==> src/rtl/sparse_cnn_pkg.sv <==
// Shared types and helpers for the sparse convolution PE sequencer.
// Default widths, lane count, FSM state encodings and the group ceil-divide.
package sparse_cnn_pkg;

  localparam int DW_DEF  = 16;
  localparam int LANES   = 4;
  localparam int MAX_OUT = 4;
  localparam int GW      = DW_DEF + 1;

  typedef logic [1:0] sched_state_t;

  localparam sched_state_t S_IDLE  = 2'd0;
  localparam sched_state_t S_RUN   = 2'd1;
  localparam sched_state_t S_DRAIN = 2'd2;
  localparam sched_state_t S_DONE  = 2'd3;

  // One extra bit so F = 2^16-1 cannot overflow the rounding add.
  function automatic logic [GW-1:0] ceil_div(
    input logic [GW-1:0] n,
    input logic [GW-1:0] d
  );
    return (n + d - GW'(1)) / d;
  endfunction

endpackage

==> src/rtl/sched_outstanding_ctr.sv <==
// Saturating up/down counter of issued-but-unretired PE operations.
// Exposes the next-cycle full/empty state so issue_valid can stay registered.
module sched_outstanding_ctr #(
  parameter int MAX = 4
) (
  input  logic clk,
  input  logic rst,
  input  logic inc,
  input  logic dec,
  output logic full_nxt,
  output logic empty_nxt
);

  localparam int CW = $clog2(MAX + 1);

  logic [CW-1:0] cnt_q;
  logic [CW-1:0] cnt_d;

  always_comb begin
    cnt_d = cnt_q;
    if (inc && !dec && cnt_q != CW'(MAX))
      cnt_d = cnt_q + CW'(1);
    else if (dec && !inc && cnt_q != '0)
      cnt_d = cnt_q - CW'(1);
    full_nxt  = (cnt_d == CW'(MAX));
    empty_nxt = (cnt_d == '0);
  end

  always_ff @(posedge clk) begin
    if (rst)
      cnt_q <= '0;
    else
      cnt_q <= cnt_d;
  end

endmodule

==> src/rtl/sparse_conv_sched.sv <==
// Sparse convolution PE sequencer: walks (weight, feature group) pairs.
// Optional stall_cycles counter enabled by defining SCHED_PERF_CNT_EN.
module sparse_conv_sched
  import sparse_cnn_pkg::*;
#(
  parameter int doublewordLength = DW_DEF,
  parameter int lanes            = LANES,
  parameter int maxOutstanding   = MAX_OUT
) (
  input  logic                        clk,
  input  logic                        rst,
  input  logic                        in_valid,
  input  logic [doublewordLength-1:0] feacture_valid_num,
  input  logic [doublewordLength-1:0] weight_valid_num,
  output logic                        busy,
  output logic                        issue_valid,
  input  logic                        issue_ready,
  output logic [doublewordLength-1:0] curr_pixel,
  output logic [doublewordLength-1:0] curr_weight,
  output logic [lanes-1:0]            lane_mask,
  input  logic                        pe_retire,
  output logic                        out_valid
`ifdef SCHED_PERF_CNT_EN
  ,
  output logic [31:0]                 stall_cycles
`endif
);

  localparam int DW = doublewordLength;
  localparam int XW = DW + 9;

  sched_state_t state_q;
  sched_state_t state_n;

  logic [DW-1:0] f_q;
  logic [DW-1:0] w_q;
  logic [DW:0]   g_q;
  logic [DW:0]   g_calc;
  logic [DW-1:0] pix_n;
  logic [DW-1:0] wt_n;
  logic          hs;
  logic          load;
  logic          last_pix;
  logic          last_wt;
  logic          full_nxt;
  logic          empty_nxt;

  function automatic logic [lanes-1:0] mask_for(
    input logic [DW-1:0] p,
    input logic [DW-1:0] f
  );
    logic [XW-1:0]    base;
    logic [lanes-1:0] m;
    base = XW'(p) * XW'(lanes);
    for (int i = 0; i < lanes; i++)
      m[i] = (base + XW'(i)) < XW'(f);
    return m;
  endfunction

  sched_outstanding_ctr #(
    .MAX(maxOutstanding)
  ) u_ctr (
    .clk      (clk),
    .rst      (rst),
    .inc      (hs),
    .dec      (pe_retire),
    .full_nxt (full_nxt),
    .empty_nxt(empty_nxt)
  );

  always_comb begin
    hs       = issue_valid && issue_ready;
    load     = (state_q == S_IDLE) && in_valid;
    g_calc   = (DW+1)'(ceil_div(GW'(feacture_valid_num),
                                GW'(lanes)));
    last_pix = ({1'b0, curr_pixel} == g_q - (DW+1)'(1));
    last_wt  = (curr_weight == w_q - DW'(1));
    pix_n    = last_pix ? '0 : curr_pixel + DW'(1);
    wt_n     = last_pix ? curr_weight + DW'(1) : curr_weight;
    state_n  = state_q;
    unique case (1'b1)
      state_q == S_IDLE: begin
        if (in_valid)
          state_n = (feacture_valid_num == '0 ||
                     weight_valid_num == '0) ? S_DONE : S_RUN;
      end
      state_q == S_RUN: begin
        if (hs && last_pix && last_wt)
          state_n = S_DRAIN;
      end
      state_q == S_DRAIN: begin
        if (empty_nxt)
          state_n = S_DONE;
      end
      default: state_n = S_IDLE;
    endcase
  end

  always_ff @(posedge clk) begin
    if (rst) begin
      state_q     <= S_IDLE;
      busy        <= 1'b0;
      issue_valid <= 1'b0;
      out_valid   <= 1'b0;
      curr_pixel  <= '0;
      curr_weight <= '0;
      lane_mask   <= '0;
      f_q         <= '0;
      w_q         <= '0;
      g_q         <= '0;
    end else begin
      state_q     <= state_n;
      busy        <= (state_n != S_IDLE);
      issue_valid <= (state_n == S_RUN) && !full_nxt;
      out_valid   <= (state_q == S_DONE);
      if (load) begin
        f_q         <= feacture_valid_num;
        w_q         <= weight_valid_num;
        g_q         <= g_calc;
        curr_pixel  <= '0;
        curr_weight <= '0;
        lane_mask   <= mask_for('0, feacture_valid_num);
      end else if (hs) begin
        curr_pixel  <= pix_n;
        curr_weight <= wt_n;
        lane_mask   <= mask_for(pix_n, f_q);
      end
    end
  end

`ifdef SCHED_PERF_CNT_EN
  // Any RUN cycle without a handshake is a stall (PE back-pressure or limit).
  always_ff @(posedge clk) begin
    if (rst)
      stall_cycles <= '0;
    else if (load)
      stall_cycles <= '0;
    else if (state_q == S_RUN && !hs)
      stall_cycles <= stall_cycles + 32'd1;
  end
`endif

endmodule

==> config.mk <==
export PLATFORM = sky130hd
export DESIGN_NAME = sparse_conv_sched
export DESIGN_NICKNAME = d
export VERILOG_FILES = /design/src/rtl/sparse_cnn_pkg.sv /design/src/rtl/sched_outstanding_ctr.sv /design/src/rtl/sparse_conv_sched.sv
export SDC_FILE = /design/constraint.sdc
export NUM_CORES = 1
export LEC_CHECK = 0
export CAP_MARGIN = 25
export CORE_AREA = 2 2 122 88
export CTS_CLUSTER_DIAMETER = 40
export DETAILED_ROUTE_END_ITERATION = 10
export DIE_AREA = 0 0 124 90
export PLACE_DENSITY_LB_ADDON = 0.25
export SLEW_MARGIN = 10
export SYNTH_ARGS = -nofsm -noshare
export SYNTH_HDL_FRONTEND = slang
export SYNTH_SLANG_ARGS = --single-unit
==> constraint.sdc <==
create_clock -name clk -period 8 [get_ports clk]
set_input_delay 1.2 -clock clk [delete_from_list [all_inputs] [get_ports clk]]
set_output_delay 1.2 -clock clk [all_outputs]
set_load 0.03 [all_outputs]
==> run metrics <==
post-synth top area share=between 30 and 40%; Routability Congestion=~0.95; fin. max-slew vios=0; Primary FF master, synth=dfxtp_1; most common library cells after synthesis=nand2_1, dfxtp_1, a21oi_1, nor2_1, clkbuf_1; cts hold-fix bufs=0; DRC viols=0; Hold WC Path Type=flop to flop; CTS-repair resized insts=0; DR WL met2=between 7000 and 8000 µm; async set or reset register ratio after synthesis=0%; Synth area leader=dfxtp_1; Detail Route Antenna Nets=0; Root Buffer=clkbuf_16; drt initial violations=~650; Min Clock Period, post-route=roughly 4.7 ns; cell count after placement=~950; final wirelength=between 15000 and 20000 µm; final setup fails=0; Final Util=between 60% and 70%; clock sinks=~90; H-tree levels=3; Clock Pin Slew Worst Setup and Hold Paths=0.06 ns; initial core utilization=roughly 59%; Worst-Margin Slew=between 0.9 and 1 ns; VDD IR max=0.108 mV; count of flip-flops with a built-in enable after synthesis=0; Final #Nets=just under 900; port buffer count=75; # Post-CTS Setup Buffers=0; final hold slack=0.460 ns; post-route clock period utilization=around 59%; sequential fraction of the synthesis area=30.6%; DRT Pass-1 Iters=6; via count=just over 6000; DIE WIDTH=approximately 120 µm; Core Area=0.0101 mm²; clock buffer depth=2; pwr dens=around 180 mW/mm²; # IOs=between 70 and 80; leakage power=approximately 2.6 nW; fmax=212 MHz; CTS tree=yes; setup_tns=0 ns; Finished Layout Cells=963; die area=around 0.011 mm²; number of synthesized register bits=91; antenna cell count=0; synth top area cells=dfxtp_1, a21oi_1, nand2_1; CP Launch Type=flop; GRT Total Usage=between 30% and 40%; die extent in y=about 90 µm; largest net degree at the start of global routing=between 60 and 70; Mapped Cells=around 790; Routed WL per cell=roughly 18 µm; clock skew=between 0.004 and 0.005 ns; syn avg cell area=7.58 µm²; vias in the first global route=roughly 5400; Slew headroom=between 30% and 40%; Layout area overhead=17.6%; Met3 Routed Length=1780 µm; total CTS buffers=9; post-DP HPWL=roughly 12000 µm; library cells used by synthesis=65; CP required=8.26 ns; DR top layer=met4; Crit path arrival time=roughly 5 ns; Core Rows=31; Mapped Area=slightly below 0.006 mm²; fraction of layout cells with a size suffix above 1=under 10%; final hold viol count=0; Max Cap Violations=0; wl on met1=about 7700 µm; Crit. End Element=flop; CP Max Fanout=12; status=finished clean; RSZ-0062 raised after global routing=no; Synthesis Warnings=0; count leader, synth=nand2_1; first-pass GRT wire length=~27000 µm; placed inst area=around 0.0067 mm²; Design Area, Final=~0.0070 mm²; grt ovf=0; worst setup path category=flop to flop; antenna violations before repair=0; Synth Net Count=about 840; routed vias/inst=~6.4; Clk Latency, worst-skew pair=0.34 ns
-- flip-flops by register name, summed over array words and instances (netlist names) --
name	flops
state_q	2
f_q	16
out_valid	1
issue_valid	1
g_q	15
w_q	16
curr_weight	16
lane_mask	4
curr_pixel	16
busy	1
u_ctr.cnt_q	3
-- cell families after synthesis --
logic type	synth area share (%)
AND/OR/NAND/NOR	30.7
AO/OA/AOI/OAI	19.6
flip-flops	30.6
buffers and inverters	5.23
XOR/XNOR	9.27
adder cells (fa/ha/maj)	4.62
-- layout make-up --
type,instances,area (µm²)
Clock buffer,12,236
Clock inverter,3,40.0
Fill cell,830,3090
Inverter,30,113
Multi-Input combinational cell,614,3820
Sequential cell,91,1820
Tap cell,132,165
Timing Repair Buffer,81,803
-- worst max-delay path, stage by stage (launching register included) --
cell and delay, ns:
dfxtp_1 0.36, or4_1 0.61, xor2_1 0.17, or3b_4 0.41, a211oi_4 0.37, nand4_1 0.31
nor2_1 0.60, nor2_1 0.12, ha_1 0.33, a21o_1 0.19, a21o_1 0.17, a21o_1 0.17
a211o_1 0.33, nor3_1 0.20, o21ai_0 0.15, o32ai_1 0.13
-- layer usage --
metal  vias up  track usage, %
met3        37            6.54
met5         -               0
li1       2910               -
met2       308            44.8
met4         0            7.58
met1      2874            46.0
-- power by group --
part	internal [mW]	switching, mW	leakage, nW
Combinational	0.145	0.193	1.69
Clock	0.240	0.174	0.136
Sequential	0.483	0.0345	0.744
-- cell usage in the layout, fill, tap and decap left out, types with 7 or more instances in the layout --
master	netlist	layout
nand2_1	100	100
dfxtp_1	91	91
a21oi_1	75	75
clkdlybuf4s50_1	0	74
nor2_1	61	61
xnor2_1	36	36
nand3_1	31	31
inv_1	30	30
xor2_1	27	27
o21ai_0	24	24
nor3_1	22	22
nor4_1	22	22
ha_1	22	22
or4_1	17	17
and3_1	17	17
a211oi_1	15	15
o31ai_1	15	15
nand4_1	14	14
or3_1	9	9
clkbuf_16	0	9
nand3b_1	7	7
nor2b_1	7	7
-- per-stage QoR --
stage,total power [mW],setup slack [ns]
finish,1.27,3.27
global route,1.33,2.89
CTS,1.26,3.34
detailed placement,0.854,3.37
global placement,0.839,3.57
floorplan,0.761,3.93
-- final timing paths --
check | depth (start not counted) | endpoint | from | slack [ns]
setup / recovery | 15 | lane_mask[0] | g_q[9] | 3.27
hold / removal | 2 | f_q[14] | f_q[14] | 0.46
setup reg to reg | 15 | lane_mask[0] | g_q[9] | 3.27
hold reg to reg | 2 | f_q[14] | f_q[14] | 0.46
Note: power is estimated with default switching activity, not from simulation.
